<file path="config.mk">
export PLATFORM = sky130hd
export DESIGN_NAME = ffip_acc
export DESIGN_NICKNAME = d
export VERILOG_FILES = /design/src/rtl/ffip_pkg.sv /design/src/rtl/ffip_term.sv /design/src/rtl/ffip_acc.sv
export SDC_FILE = /design/constraint.sdc
export NUM_CORES = 1
export LEC_CHECK = 0
export CAP_MARGIN = 5
export CORE_MARGIN = 2
export CORE_UTILIZATION = 32
export DETAILED_ROUTE_END_ITERATION = 6
export MAX_ROUTING_LAYER = met4
export PLACE_DENSITY = 0.57
export SLEW_MARGIN = 5
export SYNTH_ARGS = -nofsm -noshare
export SYNTH_HDL_FRONTEND = slang
export SYNTH_HIERARCHICAL = 1
export SYNTH_SLANG_ARGS = --single-unit
</file>
<file path="constraint.sdc">
create_clock -name clk_i -period 7.5 [get_ports clk_i]
set_clock_uncertainty 0.2 [all_clocks]
set_input_delay 0.75 -clock clk_i [delete_from_list [all_inputs] [get_ports clk_i]]
set_output_delay 0.75 -clock clk_i [all_outputs]
set_load 0.02 [all_outputs]
</file>
<file path="src/rtl/ffip_pkg.sv">
// ffip_pkg: shared types and helpers for the fast-inner-product accumulator.
//   ffip_state_t : group FSM states
//   term_size()  : width of the p0 - p1 - p2 intermediate for a given product width
//   TERM_SIZE    : term width for the default 18-bit product lanes
//   sat_add()    : signed saturating add, present only when FFIP_ACC_SAT_EN is defined
package ffip_pkg;

  typedef enum logic [1:0] {IDLE, ACC, HOLD} ffip_state_t;

  localparam int unsigned PROD_SIZE_DEF = 18;

  // Two extra bits cover the worst case p0 - p1 - p2 of three full-range lanes.
  function automatic int unsigned term_size(input int unsigned prod_size);
    return prod_size + 2;
  endfunction

  localparam int unsigned TERM_SIZE = term_size(PROD_SIZE_DEF);

`ifdef FFIP_ACC_SAT_EN
  // Operands are sign-extended w-bit values (w <= 62), so the 64-bit sum is exact
  // and only needs clamping back into the w-bit signed range.
  function automatic longint sat_add(input longint a, input longint b,
                                     input int unsigned w, output logic ovf);
    longint sum;
    longint hi;
    longint lo;
    sum = a + b;
    hi  = (longint'(1) <<< (w - 1)) - 1;
    lo  = -hi - 1;
    ovf = 1'b0;
    if (sum > hi) begin
      sat_add = hi;
      ovf     = 1'b1;
    end else if (sum < lo) begin
      sat_add = lo;
      ovf     = 1'b1;
    end else begin
      sat_add = sum;
    end
  endfunction
`endif

endpackage

</file>
<file path="src/rtl/ffip_term.sv">
// ffip_term: combinational fast-inner-product term p0 - p1 - p2, which equals
// a0*b0 + a1*b1 given the upstream pre-add/multiply products.
//   prod_i : three signed product lanes ([0] cross product, [1]/[2] corrections)
//   term_o : signed term, sign-extended to ACC_SIZE
module ffip_term #(
  parameter int unsigned PROD_SIZE = 18,
  parameter int unsigned ACC_SIZE  = 32
) (
  input  logic signed [PROD_SIZE-1:0] prod_i [0:2],
  output logic signed [ACC_SIZE-1:0]  term_o
);
  import ffip_pkg::*;

  localparam int unsigned TermSize = term_size(PROD_SIZE);

  logic signed [TermSize-1:0] p0, p1, p2, t;

  always_comb begin
    p0     = TermSize'(prod_i[0]);
    p1     = TermSize'(prod_i[1]);
    p2     = TermSize'(prod_i[2]);
    t      = p0 - p1 - p2;
    term_o = ACC_SIZE'(t);
  end

endmodule

</file>
<file path="src/rtl/ffip_acc.sv">
// ffip_acc: accumulates fast-inner-product terms over a group of len_i+1 beats
// and presents the dot-product result on a valid/ready output register.
//   clk_i, rst_ni     : clock, asynchronous active-low reset
//   clear_i           : synchronous abort; drops the group, keeps out_data_o
//   len_i             : beats per group minus one, sampled on the first beat
//   in_valid_i/ready_o: product beat handshake
//   prod_i            : three signed product lanes
//   out_valid_o/ready_i, out_data_o : result handshake and signed result
//   busy_o            : group in progress
//   ovf_o             : sticky per-group saturation flag (FFIP_ACC_SAT_EN only)
// Define FFIP_ACC_SAT_EN for saturating accumulation; default is wrap-around.
module ffip_acc #(
  parameter int unsigned PROD_SIZE = 18,
  parameter int unsigned ACC_SIZE  = 32,
  parameter int unsigned LEN_SIZE  = 8
) (
  input  logic                        clk_i,
  input  logic                        rst_ni,
  input  logic                        clear_i,
  input  logic        [LEN_SIZE-1:0]  len_i,
  input  logic                        in_valid_i,
  output logic                        in_ready_o,
  input  logic signed [PROD_SIZE-1:0] prod_i [0:2],
  output logic                        out_valid_o,
  input  logic                        out_ready_i,
  output logic signed [ACC_SIZE-1:0]  out_data_o,
  output logic                        busy_o
`ifdef FFIP_ACC_SAT_EN
  ,
  output logic                        ovf_o
`endif
);
  import ffip_pkg::*;

  ffip_state_t               state_q, state_d;
  logic signed [ACC_SIZE-1:0] acc_q, acc_d;
  logic [LEN_SIZE-1:0]       cnt_q, cnt_d;
  logic                      out_valid_q, out_valid_d;
  logic signed [ACC_SIZE-1:0] out_data_q, out_data_d;

  logic signed [ACC_SIZE-1:0] term;
  logic signed [ACC_SIZE-1:0] acc_base;
  logic signed [ACC_SIZE-1:0] sum;
  logic                      beat;

  ffip_term #(
    .PROD_SIZE(PROD_SIZE),
    .ACC_SIZE (ACC_SIZE)
  ) u_term (
    .prod_i(prod_i),
    .term_o(term)
  );

  assign beat     = in_valid_i && in_ready_o;
  // The first beat of a group starts from zero rather than the stale accumulator.
  assign acc_base = (state_q == IDLE) ? '0 : acc_q;

`ifdef FFIP_ACC_SAT_EN
  logic   ovf_q, ovf_d;
  logic   sat_ovf;
  longint sat_sum;

  always_comb begin
    sat_ovf = 1'b0;
    sat_sum = sat_add(longint'(acc_base), longint'(term), ACC_SIZE, sat_ovf);
    sum     = ACC_SIZE'(sat_sum);
  end

  assign ovf_o = ovf_q;
`else
  assign sum = acc_base + term;
`endif

  always_comb begin
    state_d     = state_q;
    acc_d       = acc_q;
    cnt_d       = cnt_q;
    out_valid_d = out_valid_q;
    out_data_d  = out_data_q;
`ifdef FFIP_ACC_SAT_EN
    ovf_d       = ovf_q;
`endif
    if (clear_i) begin
      state_d     = IDLE;
      acc_d       = '0;
      cnt_d       = '0;
      out_valid_d = 1'b0;
`ifdef FFIP_ACC_SAT_EN
      ovf_d       = 1'b0;
`endif
    end else begin
      unique case (state_q)
        IDLE: begin
          if (beat) begin
            acc_d = sum;
            cnt_d = len_i;
`ifdef FFIP_ACC_SAT_EN
            ovf_d = sat_ovf;
`endif
            if (len_i == '0) begin
              out_data_d  = sum;
              out_valid_d = 1'b1;
              state_d     = HOLD;
            end else begin
              state_d = ACC;
            end
          end
        end
        ACC: begin
          if (beat) begin
            acc_d = sum;
            cnt_d = cnt_q - LEN_SIZE'(1);
`ifdef FFIP_ACC_SAT_EN
            ovf_d = ovf_q | sat_ovf;
`endif
            if (cnt_q == LEN_SIZE'(1)) begin
              out_data_d  = sum;
              out_valid_d = 1'b1;
              state_d     = HOLD;
            end
          end
        end
        HOLD: begin
          if (out_ready_i) begin
            out_valid_d = 1'b0;
            acc_d       = '0;
            state_d     = IDLE;
`ifdef FFIP_ACC_SAT_EN
            ovf_d       = 1'b0;
`endif
          end
        end
        default: state_d = IDLE;
      endcase
    end
  end

  always_ff @(posedge clk_i or negedge rst_ni) begin
    if (!rst_ni) begin
      state_q     <= IDLE;
      acc_q       <= '0;
      cnt_q       <= '0;
      out_valid_q <= 1'b0;
      out_data_q  <= '0;
`ifdef FFIP_ACC_SAT_EN
      ovf_q       <= 1'b0;
`endif
    end else begin
      state_q     <= state_d;
      acc_q       <= acc_d;
      cnt_q       <= cnt_d;
      out_valid_q <= out_valid_d;
      out_data_q  <= out_data_d;
`ifdef FFIP_ACC_SAT_EN
      ovf_q       <= ovf_d;
`endif
    end
  end

  assign in_ready_o  = (state_q != HOLD);
  assign busy_o      = (state_q != IDLE);
  assign out_valid_o = out_valid_q;
  assign out_data_o  = out_data_q;

endmodule

</file>
**Word level (Yosys, flattened, before mapping)**

Cells that the tools add are included.

- Bits in registers: 75
- Latch bits: 0
- RAM bits: 0
- Bits in read-only memories: 0
- Bits of input ports: 67
- Output and inout bits: 35
- Word-level logic and storage cells: 66
- Memories kept: 0

- Add/sub/neg operators: 4
- $mul: 0
- Divide/modulo/power cells: 0
- Magnitude comparators: 0
- Eq/ne operators: 14
- Shifts and indexed selects: 0
- Multiplexer cells: 28
- Bitwise operators: 1
- Reductions and logical operators: 14

Operators with widths:

| kind | count |
|---|---|
| two-way mux 32 bit | 8 |
| case mux 32 bit (2 select lines) | 2 |
| adder 32 x 20 -> 32 bit | 1 |
| two-way mux 8 bit | 3 |
| subtractor 19 x 18 -> 20 bit | 1 |
| subtractor 18 x 18 -> 19 bit | 1 |
| case mux 8 bit (2 select lines) | 1 |
| two-way mux 2 bit | 6 |
| inequality test 3 bit, second input constant | 4 |
| AND reduction 6 bit | 2 |
| == test 8 x 1 -> 1 bit, second input constant | 1 |
| logical NOT 8 bit | 1 |
| inequality test 2 bit, second input constant | 4 |
| subtractor 8 x 1 -> 8 bit, second input constant | 1 |
| two-way mux 1 bit | 6 |
| case mux 2 bit (3 select lines) | 1 |
| AND reduction 3 bit | 2 |
| nonzero test 3 bit | 2 |
| AND reduction 4 bit | 1 |
| nonzero test 2 bit | 2 |
| nonzero test 4 bit | 1 |
| inequality test 3 x 1 -> 1 bit, second input constant | 1 |
| inequality test 3 x 2 -> 1 bit, second input constant | 1 |
| case mux 1 bit (3 select lines) | 1 |
| other kinds (7) | 7 |

**Depth between registers and ports, before layout**

Gate-level depths: netlist (run 1).

- Word-level depth: 6
- Mapped depth: 19
- Gate-level depth less buffers: 18

**Hierarchy**

The synthesis (run 1) kept the hierarchy.

Modules (own cells, without submodules):

| module | instances | cells each | area an instance (µm²) | seq. area each (µm²) |
|---|---|---|---|---|
| ffip_acc | 1 | 570 | 5088.6 | 1876.8 |
| ffip_term | 1 | 197 | 1594.0 | 0.0 |

**Worst setup path before layout (run 1)**

No wires, ideal clock.

- Kind: input -> register
- From: input port prod_i[12] (netlist bit)
- To: register out_data_q[28], in the netlist out_data_o[28]
- Setup time: 0.120 ns
- Data arrival time: 5.046 ns
- Required time: 7.180 ns
- Setup slack: 2.134 ns
- Stages: 18
- Path through: inv_1 -> fa_1 -> ha_1 -> a21oi_2 -> nor2b_1 -> o21a_1 -> o211ai_1 -> a21oi_1 -> o31ai_1 -> buf_4 -> ha_1 -> buf_2 -> a21o_1 -> a21o_1 -> a21oi_1 -> mux2i_1 -> or4_1 -> o211a_1

- Longest elaborated chain between the ends: 5
- Elaborated cells between the ends (all ways): 7
- Those cells by class: 2 x add/sub; 5 x mux

Ends and longest elaborated chain:

| what | RTL line | RTL |
|---|---|---|
| start: declaration | ffip_acc.sv:23 | `input logic signed [PROD_SIZE-1:0] prod_i [0:2],` |
| subtractor 19 x 18 -> 20 bit (*) | ffip_term.sv:22 | `t = p0 - p1 - p2;` |
| net term[19] | ffip_acc.sv:41 | `logic signed [ACC_SIZE-1:0] term;` |
| adder 32 x 20 -> 32 bit (*) | ffip_acc.sv:71 | `assign sum = acc_base + term;` |
| two-way mux 32 bit, on equally long branches | ffip_acc.sv:116, ffip_acc.sv:100 |  |
| two-way mux 32 bit, on equally long branches | ffip_acc.sv:110, ffip_acc.sv:94 |  |
| case mux 32 bit (2 select lines) (*) | ffip_acc.sv:92 | `unique case (state_q)` |
| end signal: assignment | ffip_acc.sv:153 | `out_data_q <= out_data_d;` |
| end: declaration | ffip_acc.sv:39 | `logic signed [ACC_SIZE-1:0] out_data_q, out_data_d;` |

Mark *: on every way through the listed nets, which the timed path passes. The rest lies on a longest branch. The select of a mux whose other input is x is not followed.
A chain may end at the register's enable or synchronous reset.

**Worst setup path in the final report (run 1)**

- From: input port prod_i[2] (netlist bit)
- To: register out_data_q[27], in the netlist out_data_o[27]

The elaborated chain is that of the path after synthesis.

==> summary.md, run 1 <==
| Metric | Value |
|---|---|
| Status | `finished clean` |
| Post-layout total power | `2.887 mW` |
| DRC | `0` |
| Sequential area share after synthesis | `28.08%` |
| Most frequent cells in the layout | `clkdlybuf4s50_1 (100), nand2_1 (95), dfrtp_1 (75)` |
| Post-route antenna net violation count | `0` |
| Post-synth top area cell | `dfrtp_1` |
| Least-Margin Pin Slew | `roughly 1100 ps` |
| Post-CTS Setup Inserts | `0` |
| Pleak | `3.684 nW` |
| Max-Cap Viols | `0` |
| Max Root-Sink Buffers | `2` |
| CTS buffer count | `9` |
| Distinct cells, synth | `66` |
| Commonest non-fill, non-tap cell in the layout | `clkdlybuf4s50_1` |
| Power Density | `roughly 350 mW/mm2` |
| Initial antenna violation count | `0` |
| Unrepaired setup endpoints after global routing | `false` |
| Starting Density | `around 33%` |
| Total grt overflow | `0` |
| Clock sinks | `75` |
| Wirelength per Cell | `15.03 um` |
| Synth Flop Type | `dfrtp_1` |
| Crit path launch type | `input pin` |
| Die width | `between 100 and 150 um` |
| Async SR Flop Fraction | `100.0%` |
| Gpl congestion | `0.9070` |
| # port buffers | `just over 100` |
| Final setup viols | `0` |
| Clock root cell | `clkbuf_16` |
| Yosys warns | `6` |
| Worst Path Max Fanout | `13` |
| Clock transition at path regs | `60 ps` |
| Synth Area in Adders | `16.36%` |
| Gr usage total | `roughly 16%` |
| Global-route wire length before repair | `around 28 mm` |
| Detailed placement HPWL | `between 10 and 15 mm` |
| Fin crit period | `5281 ps` |
| Std-Cell Rows | `between 50 and 60` |
| Area occupied by multi-input gates | `0.004403 mm2` |
| Die area | `~0.022 mm2` |
| CP required | `~7500 ps` |
| Final worst-path cycle share | `70.42%` |
| F_max | `189.3 MHz` |
| Starting DRT DRC Count | `330` |
| EDFF count, synth | `0` |
| N_diodes | `0` |
| H-tree depth | `3` |
| Via Count | `5679` |
| Post-synthesis cell area | `0.006683 mm2` |
| CP Data Arrival Time | `5310 ps` |
| Storage cell area | `0.001877 mm2` |
| Ports | `102` |
| Xor-xnor portion of the synthesized cell area | `5.898%` |
| Worst slew margin | `27.60%` |
| Hold Fails Final Rpt | `0` |
| Drt total wl | `16.78 mm` |
| Die height | `148.5 um` |
| Largest family of logic cells by synthesized area | `compound AO/OA/AOI/OAI gates` |
| Fin nets | `~980` |
| Peak supply drop | `0.1231 mV` |
| Top cell type's share of synthesized area | `28.08%` |
| Fillers | `2065` |
| Clk_lat worst skew | `between 300 and 400 ps` |
| Final setup TNS | `0 ps` |
| Synth Area in Simple Gates | `16.61%` |
| CP Capture Type | `flip-flop` |
| Drt first pass iters | `5` |
| Post-Syn Nets | `910` |
| Ranking of synthesized cells by area | `dfrtp_1 (28%), ha_1 (11%), fa_1 (5.7%)` |
| Seq cells post-synth | `75` |
| Core box area | `0.02036 mm2` |
| CP Class | `input pin to flip-flop` |
| Syn_area_per_cell | `roughly 8.7 um2` |
| Vias in the first global route | `5567` |
| Fin. max-slew vios | `0` |
| Hold crit path type | `flip-flop to flip-flop` |
| Vias per cell | `5.089` |
| Largest net degree at the start of global routing | `76` |
| Hold buffers post-CTS | `0` |
| # resized after CTS | `0` |
| CTS tree | `built` |
| Compound-Gate Fraction of Synth Area | `~23%` |
| Post-synthesis mux area share | `3.614%` |
| Syn Inst Count | `767` |
| Share of layout cells above drive strength 1 | `8.038%` |
| P&R area growth vs syn | `22.67%` |
==> Yosys cell counts (9+ instances only) <==
| cell type | instances |
|---|---|
| a21o_1 | 17 |
| o21a_1 | 9 |
| clkbuf_1 | 21 |
| nor3_1 | 10 |
| ha_1 | 57 |
| xor2_1 | 21 |
| buf_4 | 14 |
| xnor2_1 | 24 |
| dfrtp_1 | 75 |
| a21oi_1 | 54 |
| nor2b_1 | 37 |
| fa_1 | 19 |
| o21ai_0 | 39 |
| a22o_1 | 27 |
| o211ai_1 | 12 |
| nor2_1 | 32 |
| mux2_2 | 17 |
| a31oi_1 | 11 |
| nand2_1 | 95 |
| inv_1 | 54 |
==> metal layers <==
metal | vias up | share of wire, % | GRT usage [%]
met1 | 2711 | 50 | 22.00
met4 | 0 | 0.83 | 3.286
met2 | 95 | 46 | 25.72
met5 | - | 0 | -
met3 | 10 | 3.2 | 2.178
li1 | 2863 | - | -
==> kinds of logic (layout without fill, tap and decap cells) <==
| kind of cell | Yosys count | in the layout |
|---|---|---|
| compound gates | 225 | 225 |
| xor+xnor | 45 | 45 |
| fa+ha+maj | 76 | 76 |
| buf+inv | 98 | 177 |
| flops | 75 | 75 |
| mux | 22 | 22 |
| simple gates | 226 | 226 |
==> layout make-up <==
class	count	share of cell area, %
clock inverters	6	1.084
flip-flops and latches	75	22.89
multi-input cells	594	53.71
repair buffers	106	12.76
well taps	270	4.121
inverters	55	2.518
clock buffers	10	2.915
==> through the flow <==
step	hold WS [ps]	util, %	area (um2)	cells	setup slack, ps
after floorplan	235.4	-	6683	767	2134
after global placement	253.9	38.65	7870	1100	1888
after detailed placement	263.5	38.65	7870	1100	1878
after CTS	277.3	40.26	8198	1116	2252
after global routing	299.0	40.26	8198	1116	1873
final	269.0	40.26	8198	1116	2219
==> power breakdown <==
| part | switching, mW | internal (mW) | total, mW | leakage [nW] |
|---|---|---|---|---|
| sequential | 0.0978 | 0.573 | 0.671 | 0.978 |
| clock | 0.182 | 0.300 | 0.483 | 0.155 |
| combinational | 1.01 | 0.723 | 1.73 | 2.55 |
| total | 1.29 | 1.60 | 2.89 | 3.68 |
==> critical path, cell delays in order <==
cell and delay [ps]:
clkdlybuf4s50_1 450, inv_1 50, fa_1 480, ha_1 420, a21oi_2 110, o31ai_2 290, a21o_1 250, nor3b_1 260
o31ai_2 80, buf_4 200, ha_1 430, a21oi_1 290, o21ai_0 220, o31ai_1 290, o21ai_0 210, xor2_1 210
mux2_2 290
==> sequential cells by signal, summed over array words and instances, names as in the netlist <==
signal and count:
acc_q 32, cnt_q 8, out_data_o 32, out_valid_o 1, state_q 2
==> path summary, 6_finish.rpt <==
kind	from	end	slack, ps	cells past startpoint
setup / recovery	prod_i[2]	out_data_o[27]$_DFFE_PN0P_	2220	17
hold reg to reg	acc_q[2]$_DFFE_PN0P_	acc_q[2]$_DFFE_PN0P_	270	2
max in group asynchronous	rst_ni	acc_q[26]$_DFFE_PN0P_	6110	1
min in group asynchronous	rst_ni	cnt_q[0]$_DFFE_PN0P_	370	1
setup reg to reg	state_q[0]$_DFFE_PN0P_	out_data_o[27]$_DFFE_PN0P_	3830	12
hold / removal	acc_q[2]$_DFFE_PN0P_	acc_q[2]$_DFFE_PN0P_	270	2
No activity file was read; power rests on OpenSTA's default activity.
==> run 2: changes to the inputs <==
==> constraint.sdc (replaced) <==
create_clock -name clk_i -period 4.97 [get_ports clk_i]
set_clock_uncertainty 0.2 [all_clocks]
set_input_delay 0.497 -clock clk_i [delete_from_list [all_inputs] [get_ports clk_i]]
set_output_delay 0.497 -clock clk_i [all_outputs]
set_load 0.02 [all_outputs]
==> run 2 against run 1 <==
Final cell count increased by 8.6%. Via count increased by 6.5%. Sequential cell count unchanged. Sequential power increased by 51%. Critical path depth increased by 2. Register-to-register slack got worse by 2600 ps. Worst hold slack got worse by 170 ps. Cell area increased by 9.8%. Largest power group unchanged.
==> summary.md, run 2 (synthesis results as in run 1) <==
| Metric | Value |
|---|---|
| Status | `finished clean` |
| Post-CTS Setup Inserts | `0 (unchanged)` |
| Die height | `148.5 um (unchanged)` |
| Share of layout cells above drive strength 1 | `18.79% (+11 points)` |
| Fin nets | `1081 (+9.9%)` |
| DRC | `0 (unchanged)` |
| H-tree depth | `3 (unchanged)` |
| Fin crit period | `4757 ps` |
| Ports | `102 (unchanged)` |
| Post-DP Area | `0.008611 mm2 (+9.4%)` |
| DP Worst Slack | `-251.3 ps (-2129 ps)` |
| CTS tree | `built` |
| Largest net degree at the start of global routing | `76 (unchanged)` |
| Peak supply drop | `0.2873 mV (+130%)` |
| Setup ws final | `213.2 ps (-2005 ps)` |
| Vias in the first global route | `6080 (+9.2%)` |
| Crit path launch type | `input pin` |
| Fin. max-slew vios | `0 (unchanged)` |
| Detailed placement HPWL | `13.37 mm (+7.6%)` |
| Worst r2r src | `state_q[0]$_DFFE_PN0P_` |
| Via Count | `6049 (+6.5%)` |
| N_diodes | `0 (unchanged)` |
| Inst Count DP | `1197 (+8.8%)` |
| Vias per cell | `4.991 (-1.9%)` |
| Wirelength per Cell | `14.74 um (-1.9%)` |
| Starting DRT DRC Count | `333 (+0.91%)` |
| Final worst-path cycle share | `between 90% and 100%` |
| CP Capture Type | `flip-flop` |
| Initial antenna violation count | `0 (unchanged)` |
| Std-Cell Rows | `52 (unchanged)` |
| Most frequent cells in the layout | `buf_4 (102), clkdlybuf4s50_1 (100), nand2_1 (95)` |
| Pleak | `4.155 nW (+13%)` |
| Gpl congestion | `0.8851 (-2.4%)` |
| Core box area | `0.02036 mm2 (unchanged)` |
| Non-Filler Instances | `1212 (+8.6%)` |
| Global-route wire length before repair | `29.93 mm (+7.2%)` |
| Fillers | `2085 (+0.97%)` |
| Least-Margin Pin Slew | `1072 ps (-10.41 ps)` |
| Final core utilization | `44.19% (+3.9 points)` |
| Hold Fails Final Rpt | `0 (unchanged)` |
| Power Density | `529.8 mW/mm2 (+50%)` |
| Unrepaired setup endpoints after global routing | `true` |
| Final setup TNS | `0 ps (unchanged)` |
| # port buffers | `101 (unchanged)` |
| Clock sinks | `75 (unchanged)` |
| Max Root-Sink Buffers | `2 (unchanged)` |
| Die width | `148.5 um (unchanged)` |
| Total grt overflow | `0 (unchanged)` |
| Drt first pass iters | `5 (unchanged)` |
| Gr usage total | `17.33% (+1.2 points)` |
| F_max | `210.2 MHz` |
| Post-route antenna net violation count | `0 (unchanged)` |
| Drt total wl | `17.87 mm (+6.5%)` |
| CTS buffer count | `9 (unchanged)` |
| Worst Path Max Fanout | `4 (-9)` |
| Commonest non-fill, non-tap cell in the layout | `buf_4` |
| Worst-case reg-to-reg path depth | `12 (unchanged)` |
| Post-layout total power | `4.768 mW (+65%)` |
| Final Cell Area | `0.008999 mm2 (+9.8%)` |
| R2r setup slk | `1260 ps (-2570 ps)` |
| Worst slew margin | `28.30% (+0.70 points)` |
| Die area | `0.02206 mm2 (unchanged)` |
| CP Class | `input pin to flip-flop` |
| Max-Cap Viols | `0 (unchanged)` |
| Starting Density | `32.82% (unchanged)` |
| P&R area growth vs syn | `34.66%` |
| Clock transition at path regs | `60 ps (about the same)` |
| CP required | `5010 ps (-2520 ps)` |
| Clock root cell | `clkbuf_16` |
| Clk_lat worst skew | `350 ps (about the same)` |
| Final setup viols | `0 (unchanged)` |
| FF-to-FF End | `out_data_o[28]$_DFFE_PN0P_` |
| Hold_ws | `102.1 ps (-166.8 ps)` |
| CP Data Arrival Time | `4800 ps (-510 ps)` |
| Hold crit path type | `input pin to asynchronous set/reset pin` |
run 2: worst max path at each step:
| stage | start | slack [ps] | cells after the start | end |
|---|---|---|---|---|
| detailed placement | prod_i[0] | -250 | 19 | out_data_o[27]$_DFFE_PN0P_ |
| global placement | prod_i[0] | -290 | 18 | out_data_o[31]$_DFFE_PN0P_ |
| finish | prod_i[0] | 210 | 19 | out_data_o[28]$_DFFE_PN0P_ |
| global route | prod_i[4] | -30 | 18 | out_data_o[28]$_DFFE_PN0P_ |
| floorplan | prod_i[12] | 140 | 18 | out_data_o[28]$_DFFE_PN0P_ |
| CTS | prod_i[0] | 70 | 19 | out_data_o[27]$_DFFE_PN0P_ |
run 2: worst max-delay path: stages:
cell and delay (ps):
clkdlybuf4s50_1 460, inv_1 50, fa_1 460, ha_1 300
a21o_1 170, a21oi_2 180, o31ai_2 100, a21o_1 190
buf_4 150, a311oi_2 250, xnor2_1 170, ha_1 310
a21oi_2 190, o21ai_0 180, a31oi_1 210, o21ai_0 120
a21o_1 190, or4_1 500, o211a_1 120
run 2: metal layers:
metal | part of all wire (%) | up-vias | track usage, %
met3 | 3.2 | 14 | 2.669
met2 | 46 | 105 | 27.82
met4 | 1.3 | 0 | 4.238
met5 | 0 | - | -
li1 | - | 3045 | -
met1 | 49 | 2885 | 23.07
run 2: power breakdown:
part | switching [mW] | internal, mW
clock network | 0.267 | 0.400
logic | 1.65 | 1.44
registers | 0.149 | 0.865
run 2: timing repair:
action	CTS	global route
resized for setup	0	20
hold buffers	0	0
hold endpoints to repair	0	0
setup endpoints to repair	0	20
run 2: cell type report:
cell class / instances / area (um2) / area share, %
inverters: 55 / 206.4 / 2.294
flip-flops and latches: 75 / 1877 / 20.86
clock buffers: 11 / 242.7 / 2.697
well taps: 270 / 337.8 / 3.754
multi-input cells: 594 / 4497 / 49.97
repair buffers: 203 / 1787 / 19.86
clock inverters: 4 / 51.30 / 0.5701
